<file path="config.mk">
export PLATFORM = sky130hd
export DESIGN_NAME = rv523_shift_cell
export DESIGN_NICKNAME = d
export VERILOG_FILES = /design/src/rtl/rv523_shift_cell.sv
export SDC_FILE = /design/constraint.sdc
export NUM_CORES = 1
export LEC_CHECK = 0
export ABC_AREA = 1
export BUFFER_PORTS_ARGS = -buffer_cell sky130_fd_sc_hd__buf_2
export CORE_ASPECT_RATIO = 0.9
export CORE_MARGIN = 8
export CORE_UTILIZATION = 35
export CTS_BUF_LIST = sky130_fd_sc_hd__clkbuf_8 sky130_fd_sc_hd__clkbuf_16
export DETAILED_ROUTE_END_ITERATION = 7
export SYNTH_ARGS = -nofsm -noshare
export SYNTH_HDL_FRONTEND = slang
export SYNTH_HIERARCHICAL = 1
export SYNTH_SLANG_ARGS = --single-unit
export TNS_END_PERCENT = 50
</file>
<file path="constraint.sdc">
create_clock -name CLK -period 2.05 [get_ports CLK]
set_clock_uncertainty 0.1 [all_clocks]
set_input_delay 0.1025 -clock CLK [delete_from_list [all_inputs] [get_ports CLK]]
set_output_delay 0.1025 -clock CLK [all_outputs]
set_load 0.05 [all_outputs]
</file>
<file path="src/rtl/rv523_shift_cell.sv">
// Universal shift/count register: hold, shift, rotate, load and optional inc/dec.
// Define RV523_SHIFT_ARITH_EN to build the increment/decrement modes (100/101).

module rv523_shift_bit (
  input  logic       CLK,
  input  logic       RST,
  input  logic       CE,
  input  logic [2:0] S,
  input  logic       shrIn,
  input  logic       shlIn,
  input  logic       rorIn,
  input  logic       rolIn,
  input  logic       d,
  input  logic       arith,
  output logic       q
);
  logic nxt;

  always_comb begin
    nxt = q;
    unique case (S)
      3'b000: nxt = q;
      3'b001: nxt = shrIn;
      3'b010: nxt = shlIn;
      3'b011: nxt = d;
      3'b100,
      3'b101: nxt = arith;
      3'b110: nxt = rorIn;
      3'b111: nxt = rolIn;
    endcase
  end

  always_ff @(posedge CLK or posedge RST) begin
    if (RST)     q <= 1'b0;
    else if (CE) q <= nxt;
  end
endmodule

module rv523_shift_cell #(
  parameter int WIDTH = 8
) (
  input  logic             CLK,
  input  logic             RST,
  input  logic             CE,
  input  logic [2:0]       S,
  input  logic [WIDTH-1:0] D,
  input  logic             SR,
  input  logic             SL,
  output logic [WIDTH-1:0] Q,
  output logic             QR,
  output logic             QL,
  output logic             CO,
  output logic             ZERO
);
  logic [WIDTH-1:0] shrVec, shlVec, rorVec, rolVec, arithQ;
  logic             arithCo, coNxt;

  assign shrVec = {SR, Q[WIDTH-1:1]};
  assign shlVec = {Q[WIDTH-2:0], SL};
  assign rorVec = {Q[0], Q[WIDTH-1:1]};
  assign rolVec = {Q[WIDTH-2:0], Q[WIDTH-1]};

`ifdef RV523_SHIFT_ARITH_EN
  // S[0] picks decrement over increment; CO flags the wrap in either direction.
  assign arithQ  = S[0] ? (Q - 1'b1) : (Q + 1'b1);
  assign arithCo = S[0] ? (Q == '0) : (&Q);
`else
  assign arithQ  = Q;
  assign arithCo = 1'b0;
`endif

  for (genvar i = 0; i < WIDTH; i++) begin : gBit
    rv523_shift_bit uBit (
      .CLK   (CLK),
      .RST   (RST),
      .CE    (CE),
      .S     (S),
      .shrIn (shrVec[i]),
      .shlIn (shlVec[i]),
      .rorIn (rorVec[i]),
      .rolIn (rolVec[i]),
      .d     (D[i]),
      .arith (arithQ[i]),
      .q     (Q[i])
    );
  end

  always_comb begin
    coNxt = 1'b0;
    unique case (S)
      3'b001, 3'b110: coNxt = Q[0];
      3'b010, 3'b111: coNxt = Q[WIDTH-1];
      3'b100, 3'b101: coNxt = arithCo;
      default:        coNxt = 1'b0;
    endcase
  end

  always_ff @(posedge CLK or posedge RST) begin
    if (RST)     CO <= 1'b0;
    else if (CE) CO <= coNxt;
  end

  assign QR   = Q[0];
  assign QL   = Q[WIDTH-1];
  assign ZERO = (Q == '0);
endmodule

</file>
==> results of run 1 <==
## sequential cells by signal, summed over array words and instances (netlist names)
name / flops
CO: 1
gBit.uBit/q: 8
## synthesized netlist by cell type
cell type and instances:
nor4_2 1, dfrtp_1 9, nand3_2 8, nand2_1 103
nand3_1 17, a21oi_1 1, buf_4 2, or2_1 1
nand2_2 8, nor2_1 22, inv_2 8, inv_1 36
## path summary, 6_finish.rpt
kind / start / slack [ps] / cells after the start / end
setup / recovery: gBit[0].uBit/q / 350 / 3 / ZERO
hold / removal: SL / 140 / 7 / gBit[0].uBit/q
setup reg to reg: gBit[7].uBit/q / 900 / 6 / CO
hold reg to reg: CO / 410 / 2 / CO
max in group asynchronous: RST / 1520 / 3 / gBit[6].uBit/q
min in group asynchronous: RST / 230 / 3 / gBit[0].uBit/q
## worst reg2reg max path: stages, from the launching register on
cell,delay [ps]
dfrtp_1,490
nand2_1,120
inv_1,40
nand3_1,50
nand2_1,50
nor2_1,130
nor2_1,50
## per-stage QoR
stage / std cells / power [W] / worst slack (ps)
CTS: 288 / 0.000899 / 329
global placement: 283 / 0.000682 / 603
finish: 288 / 0.000888 / 346
floorplan: 216 / 0.000571 / 294
detailed placement: 283 / 0.000681 / 591
global route: 288 / 0.000963 / 241
## logic make-up after synthesis
group / count (synthesis)
buffers and inverters: 46
DFF: 9
AOI/OAI and AO/OA: 1
and+or+nand+nor: 160
## routing by layer
layer	vias to the layer above	wire, um
met1	528	1520
met5	-	0
met3	0	141
met2	28	1190
li1	695	-
met4	0	0
## area by class of cell
class / count / area share, %
Sequential cell: 9 / 16.7
Inverter: 44 / 12.2
Timing Repair Buffer: 28 / 10.8
Clock inverter: 1 / 0.278
Multi-Input combinational cell: 161 / 53.1
Clock buffer: 3 / 3.06
Tap cell: 42 / 3.89
## report_power, final
group          internal [W]  switching [W]  total (W)
Sequential         0.000207      0.0000660   0.000273
Clock              0.000131      0.0000803   0.000212
Combinational      0.000117       0.000286   0.000403
==> reports/qor.csv, run 1 <==
stage,metric,value,unit
clock_tree,cts.sinks,9,
yosys,synth_top_family_by_area,simple AND/OR/NAND/NOR gates,
yosys,synth-xor-area-share,0,%
timing,period_minus_slack,1700,ps
placement,port_buffers,27,
final_layout,fillers,367,
timing,fin_hold_ws,143,ps
yosys,yosys.area_share.simple,63.1,%
final_layout,multi_input_area,717,um^2
routing,first_pass_iters,4,
final_layout,drive_gt1_share,22.4,%
global_route,antenna_found_initial,0,
critical_path,critPathCaptureType,primary output,
global_route,grt_start_max_net_pins,28,
critical_path,critPathArrivalTime,1500,ps
clock_tree,root_buffer,clkbuf_8,
yosys,synthMuxAreaShare,0,%
critical_path,crit_buf_inv,1,
global_route,grt_use_met1,15.6,%
floorplan,start_util,36.6,%
final_layout,area_delta_synth_final,21.2,%
clock_tree,cts_buffers,3,
global_route,busiest_layer,met2,
routing,drt_wl_total,2850,um
floorplan,fp.coreArea,3040,um^2
timing,slew_headroom,62.7,%
placement,dp_hpwl,2010,um
clock_tree,cts_resized,0,
yosys,synth_top_cell_by_area,nand2_1,
floorplan,num_rows,19,
yosys,synth_top_area_share,34.7,%
global_route,first_global_vias,1144,
yosys,syn_area,1110,um^2
floorplan,dieArea,5240,um^2
global_route,grt_util_met3,3.61,%
final_layout,diodes,0,
clock_tree,clkLatencyLatePin,240,ps
yosys,syn_area_per_cell,5.16,um^2
critical_path,critical_path.cell_chain,"or2_1, nor4_4, buf_2",
floorplan,die_w,75.5,um
pwr,leakagePower,0.890,nW
clock_tree,clock_path_buffers,2,
routing,via_per_inst,4.34,
clock_tree,htree_levels,1,
yosys,yosys.cell_types.count,12,
timing,hold_violations,0,
clock_tree,cts-hold-fix-buffers,1,
pwr,power_density,657,nW/um^2
critical_path,start_kind,register,
pwr,ir_worst_vdd,0.496,mV
routing,first_iter_violations,72,
placement,routabilityCongestion,0.760,
routing,drc_errors,0,
critical_path,critical_path.max_stage_delay,460,ps
status,status,"finished, final reports clean",
placement,post_dp_cell_area,1290,um^2
clock_tree,postCtsSetupRepairBufs,0,
critical_path,cpMaxStageDelayCell,dfrtp_1,
yosys,syn-instance-count,216,
floorplan,num_io_pins,28,
timing,final_max_slew_viol_count,0,
timing,totalNegativeSetupSlack,0,ps
final_layout,mostFrequentLayoutCells,"nand2_1, inv_1, buf_2",
timing,fin_crit_sh,83.1,%
global_route,overflow,0,
timing,setup_viol,0,
yosys,synth_area_leaders,"nand2_1, dfrtp_1, inv_1, nand3_1, nor2_1",
flow_run,drv_cap,0,
worst_hold_path,hold_class,in -> reg,
yosys,synth.net_count,232,
timing,max_freq,587,MHz
final_layout,fin_util,44.4,%
yosys,synth_fa_ha_area_share,0,%
yosys,seq_area_frac_synth,20.2,%
global_route,grt_usage,11.7,%
critical_path,critical_path_class,reg -> out,
yosys,yosys_register_bits,9,
final_layout,ff_latch_area,225,um^2
critical_path,required,1850,ps
routing,vias,1251,
final_layout,final_common_cell,nand2_1,
clock_tree,cts_tree,built,
floorplan,die_y,69.5,um
global_route,grt_pass1_wl,5040,um
clock_tree,clkSlewWorstSetupHoldPaths,50,ps
yosys,yosysWarnings,6,
timing,rsz0062_at_grt,no,
routing,ant_nets,0,
critical_path,path_delay_family,simple AND/OR/NAND/NOR gates,
timing,worstMarginPinSlew,560,ps
global_route,use_met2,17.9,%
critical_path,cp_max_fo,9,
routing,wl_per_cell,9.91,um
yosys,synth-compound-area-share,0.449,%
final_layout,nets,263,
final_layout,design_area,1350,um^2
Note: power is estimated with default switching activity, not from simulation.
==> run 2: changes to the inputs <==
Settings changed: ABC_AREA 1 to 0.
Clock period 2.05 ns to 1.8 ns, I/O delays scaled along.
==> run 2 against run 1 <==
Sequential cell count unchanged. Via count down 25%. Utilization up 3.6 points. Area after synthesis down 21%. Total power up 12%. Combinational power up 21%. Largest cell class unchanged. Routed wire length down 6.9%.
==> reports/qor.csv, run 2 <==
stage,metric,value,unit,change
global_route,grt_pass1_wl,4500,um,-11%
final_layout,fin_util,47.9,%,+3.6 points
yosys,syn_area,883,um^2,-21%
routing,drc_errors,0,,unchanged
yosys,synth-main-ff-cell,dfrtp_1,,
clock_tree,clkSlewWorstSetupHoldPaths,50,ps,about the same
routing,first_iter_violations,129,,+79%
critical_path,start_kind,register,,
floorplan,fp.coreArea,2420,um^2,-20%
status,status,"finished, final reports clean",,
timing,max_freq,582,MHz,
clock_tree,cts_buffers,3,,unchanged
final_layout,area_delta_synth_final,31.6,%,
critical_path,cp_max_fo,8,,-1
final_layout,biggestRegsByFlops,"gBit.uBit/q (8), CO (1)",,
floorplan,num_io_pins,28,,unchanged
timing,fin_hold_ws,161,ps,+18.4 ps
clock_tree,cts_tree,built,,
floorplan,start_util,36.4,%,-0.17 points
yosys,synth.net_count,111,,-52%
clock_tree,cts.sinks,9,,unchanged
placement,post_dp_cell_area,1100,um^2,-15%
yosys,yosys.cell_types.count,17,,+5
yosys,syn-instance-count,95,,-56%
timing,setup_viol,0,,unchanged
global_route,grt_usage,12.6,%,+0.88 points
pwr,fin_total_pwr,0.000994,W,+12%
yosys,synth_edf_count,0,,unchanged
final_layout,largest_reg_flops,8,,unchanged
critical_path,cpMaxStageDelayCell,or4_1,,
routing,wl_per_cell,16.7,um,+69%
critical_path,critPathCaptureType,primary output,,
global_route,grt_start_max_net_pins,44,,+57%
final_layout,largest-register,gBit.uBit/q,,
timing,rsz0062_at_grt,no,,
critical_path,critical_path.cell_chain,"or4_1, nor2_4, buf_4",,
clock_tree,htree_levels,1,,unchanged
timing,fin_crit_sh,95.5,%,
timing,slew_headroom,58.7,%,-4.0 points
pwr,leakagePower,0.556,nW,-37%
global_route,antenna_found_initial,0,,unchanged
critical_path,critical_path_class,reg -> out,,
floorplan,dieArea,4390,um^2,-16%
yosys,yosysWarnings,6,,unchanged
timing,final_max_slew_viol_count,0,,unchanged
clock_tree,clock_path_buffers,2,,unchanged
timing,worstMarginPinSlew,620,ps,+59.9 ps
yosys,synth-async-reset-ratio,100,%,unchanged
clock_tree,clkLatencyLatePin,230,ps,about the same
placement,dp_hpwl,1730,um,-14%
final_layout,diodes,0,,unchanged
routing,vias,938,,-25%
critical_path,required,1610,ps,-240 ps
yosys,synth_area_leaders,"dfrtp_1, mux2i_1, nand3b_1, a32o_2, a32oi_1",,
yosys,yosys_register_bits,9,,unchanged
clock_tree,postCtsSetupRepairBufs,0,,unchanged
worst_hold_path,hold_class,in -> reg,,
routing,first_pass_iters,4,,unchanged
timing,period_minus_slack,1720,ps,
floorplan,num_rows,17,,-2
pwr,ir_worst_vdd,0.618,mV,+24%
pwr,power_density,855,nW/um^2,+30%
yosys,synth_top_area_share,25.5,%,-9.2 points
final_layout,mostFrequentLayoutCells,"buf_2, mux2i_1, nand3b_1",,
final_layout,drive_gt1_share,35.1,%,+13 points
yosys,seq_area_frac_synth,25.5,%,+5.3 points
floorplan,die_y,63.7,um,-8.4%
yosys,synth_top_cell_by_area,dfrtp_1,,
final_layout,nets,148,,-44%
yosys,synthTopCellsByCount,"mux2i_1, nand3b_1, inv_1, a21oi_1, dfrtp_1",,
critical_path,critical_path.max_stage_delay,530,ps,+70 ps
yosys,syn_area_per_cell,9.30,um^2,+80%
clock_tree,root_buffer,clkbuf_8,,
final_layout,design_area,1160,um^2,-14%
routing,ant_nets,0,,unchanged
routing,via_per_inst,5.90,,+36%
routing,drt_wl_total,2660,um,-6.9%
global_route,first_global_vias,960,,-16%
global_route,overflow,0,,unchanged
placement,routabilityCongestion,0.785,,+3.3%
placement,port_buffers,27,,unchanged
final_layout,final_common_cell,buf_2,,
timing,hold_violations,0,,unchanged
floorplan,die_w,69.0,um,-8.6%
critical_path,critPathArrivalTime,1530,ps,+30 ps
flow_run,drv_cap,0,,unchanged
timing,totalNegativeSetupSlack,0,ps,unchanged
## run 2: final cells by class
type,count,area (um^2)
Fill cell,240,1260
Multi-Input combinational cell,74,613
Inverter,10,37.5
Sequential cell,9,226
Clock buffer,3,41.3
Clock inverter,1,3.75
Timing Repair Buffer,34,205
Tap cell,28,35.0
## run 2: cells by family after synthesis
family | synth area share, %
multiplexers | 18.1
XOR/XNOR | 0.992
AO/OA/AOI/OAI | 31.0
AND/OR/NAND/NOR | 18.4
buffers and inverters | 5.95
flip-flops | 25.5
## run 2: where the power goes
| group | internal [W] | leakage, nW | switching [W] | total, W |
|---|---|---|---|---|
| registers | 0.000237 | 0.109 | 0.0000364 | 0.000274 |
| clock network | 0.000149 | 0.0269 | 0.0000824 | 0.000231 |
| logic | 0.000170 | 0.420 | 0.000319 | 0.000489 |
| total | 0.000556 | 0.556 | 0.000438 | 0.000994 |
## run 2: what timing repair did
item                                    4_1_cts  5_1_grt
gates resized for setup                       1        1
hold buffers                                  1        0
endpoints found under the hold margin         9        0
endpoints found under the setup margin        1        1
## run 2: worst paths after layout
kind | to | cells after the start | from | slack, ps
max | ZERO | 3 | gBit[4].uBit/q | 80
min | gBit[0].uBit/q | 4 | SL | 160
max reg2reg | gBit[4].uBit/q | 4 | gBit[5].uBit/q | 510
min reg2reg | gBit[4].uBit/q | 1 | gBit[4].uBit/q | 500
max in group asynchronous | gBit[4].uBit/q | 3 | RST | 1260
min in group asynchronous | gBit[1].uBit/q | 3 | RST | 230
## run 2: critical path, delay by kind of cell (launching register included)
family	cells	cell delay (ps)
AND/OR/NAND/NOR	2	650
flip-flops	1	450
buffers and inverters	1	200
## run 2: metrics by stage
stage	setup slack, ps	instances
floorplan	71.6	95
global placement	253	154
detailed placement	238	154
CTS	50.6	159
global route	23.5	159
finish	80.5	159
## run 2: per-layer routing
layer | share of wire (%) | routed length [um] | track usage (%) | up-vias
met2 | 43 | 1150 | 18.5 | 21
met1 | 50 | 1340 | 17.6 | 453
li1 | - | - | - | 464
met4 | 0 | 0 | 2.01 | 0
met3 | 6.3 | 168 | 3.71 | 0
met5 | 0 | 0 | 0 | -
==> run 3: changes to the inputs <==
==> constraint.sdc (replaced) <==
create_clock -name CLK -period 1.8 [get_ports CLK]
set_clock_uncertainty 0.1 [all_clocks]
set_input_delay 0.18 -clock CLK [delete_from_list [all_inputs] [get_ports CLK]]
set_output_delay 0.18 -clock CLK [all_outputs]
set_load 0.05 [all_outputs]
==> run 3 against run 2 <==
Sequential share of layout area shrank 0.26 points. Global-route usage down 0.63 points. Sequential cell count unchanged. Sequential power decreased by 7.7%. Register-to-register slack got worse by 20 ps. Utilization up 1.2 points. Clock power is 2% lower. Critical path depth is the same. Clock-buffer cell count unchanged. Critical path type unchanged. Highest routed layer is now met4.
==> reports/qor.csv, run 3 (synthesis gave the netlist of run 2 again) <==
stage,metric,value,unit,change
critical_path,cp_max_fo,2,,-6
global_route,antenna_found_initial,0,,unchanged
clock_tree,htree_levels,1,,unchanged
routing,wl_per_cell,16.1,um,-3.5%
critical_path,critical_path_class,reg -> out,,
timing,worstMarginPinSlew,604,ps,-15.9 ps
timing,final_max_slew_viol_count,0,,unchanged
final_layout,drive_gt1_share,38.1,%,+2.9 points
floorplan,die_y,63.7,um,unchanged
final_layout,mostFrequentLayoutCells,"buf_2, mux2i_1, nand3b_1",,
routing,drc_errors,0,,unchanged
global_route,grt_start_max_net_pins,43,,-2.3%
status,status,"finished, final reports clean",,
clock_tree,cts_buffers,3,,unchanged
timing,totalNegativeSetupSlack,0,ps,unchanged
timing,hold_violations,0,,unchanged
flow_run,drv_cap,0,,unchanged
critical_path,start_kind,register,,
timing,max_freq,568,MHz,-2.3%
floorplan,num_io_pins,28,,unchanged
routing,ant_nets,0,,unchanged
timing,rsz0062_at_grt,no,,
placement,port_buffers,27,,unchanged
pwr,fin_total_pwr,0.00101,W,+1.5%
final_layout,biggestRegsByFlops,"gBit.uBit/q (8), CO (1)",,
pwr,leakagePower,0.570,nW,+2.4%
placement,dp.cells,157,,+1.9%
timing,fin_hold_ws,268,ps,+107 ps
placement,routabilityCongestion,0.738,,-6.1%
floorplan,fp.coreArea,2420,um^2,unchanged
clock_tree,root_buffer,clkbuf_8,,
final_layout,area_delta_synth_final,34.8,%,
critical_path,critPathCaptureType,primary output,,
critical_path,required,1520,ps,-90 ps
clock_tree,clkSlewWorstSetupHoldPaths,40,ps,about the same
clock_tree,clock_path_buffers,2,,unchanged
clock_tree,clkLatencyLatePin,230,ps,about the same
timing,slew_headroom,59.8,%,+1.1 points
final_layout,final_common_cell,buf_2,,
worst_hold_path,hold_class,in -> reg,,
clock_tree,cts.sinks,9,,unchanged
global_route,grt_usage,11.9,%,-0.63 points
floorplan,dieArea,4390,um^2,unchanged
pwr,ir_worst_vdd,0.631,mV,+2.1%
routing,vias,966,,+3.0%
final_layout,largest-register,gBit.uBit/q,,
floorplan,num_rows,17,,unchanged
global_route,overflow,0,,unchanged
final_layout,fin_cells,162,,+1.9%
routing,first_iter_violations,84,,-35%
pwr,power_density,847,nW/um^2,-1.0%
global_route,grt_pass1_wl,4240,um,-5.8%
placement,dp_hpwl,1730,um,-0.48%
timing,fin_crit_sh,97.8,%,+2.2 points
timing,setup_viol,0,,unchanged
floorplan,die_w,69.0,um,unchanged
clock_tree,cts_tree,built,,
routing,drt_wl_total,2610,um,-1.7%
final_layout,diodes,0,,unchanged
routing,first_pass_iters,4,,unchanged
global_route,first_global_vias,904,,-5.8%
routing,via_per_inst,5.96,,+1.1%
timing,period_minus_slack,1760,ps,+40.4 ps
floorplan,start_util,36.4,%,unchanged
final_layout,largest_reg_flops,8,,unchanged
final_layout,nets,151,,+2.0%
critical_path,critPathArrivalTime,1480,ps,-50 ps
-- run 3: power breakdown --
group	switching (W)	internal, W
logic	0.000343	0.000186
clock network	0.0000778	0.000148
registers	0.0000148	0.000239
total	0.000436	0.000573
-- run 3: timing repair --
item,in CTS,in global routing
hold buffers,1,0
setup endpoints to repair,1,1
buffers inserted,0,0
gates cloned,0,0
pin swaps,0,0
endpoints found under the hold margin,9,0
gates resized for setup,1,1
-- run 3: worst paths after layout --
| path | startpoint | slack [ps] | end | cells past startpoint |
|---|---|---|---|---|
| setup / recovery | gBit[2].uBit/q | 40 | ZERO | 3 |
| hold / removal | SL | 270 | gBit[0].uBit/q | 4 |
| setup reg to reg | gBit[6].uBit/q | 490 | gBit[5].uBit/q | 4 |
| hold reg to reg | CO | 500 | CO | 2 |
| max in group asynchronous | RST | 1180 | gBit[7].uBit/q | 3 |
| min in group asynchronous | RST | 310 | gBit[6].uBit/q | 3 |
-- run 3: worst max-delay path, stage by stage (launching register included) --
cell,delay [ps]
dfrtp_2,380
or4_1,570
nor2_4,130
buf_6,160
-- run 3: stage by stage --
step	worst slack [ps]	utilization, %	instance area (um^2)
finish	40.2	49.1	1190
global route	7.53	49.1	1190
CTS	3.96	49.0	1190
detailed placement	194	46.6	1130
global placement	187	46.6	1130
floorplan	10.8	-	895
-- run 3: layout make-up --
cell class,count,area (um^2)
Fill cell,246,1230
Clock inverter,1,3.75
Sequential cell,9,229
Timing Repair Buffer,37,231
Inverter,10,37.5
Multi-Input combinational cell,74,613
Tap cell,28,35.0
Clock buffer,3,41.3
-- run 3: per-layer routing --
layer	part of all wire [%]	vias to the layer above	wire length (um)	GRT usage, %
met5	0	-	0	0
met4	0.73	0	19	3.01
met3	9.0	4	236	4.42
met2	42	30	1110	18.0
met1	48	464	1250	15.5
li1	-	468	-	-
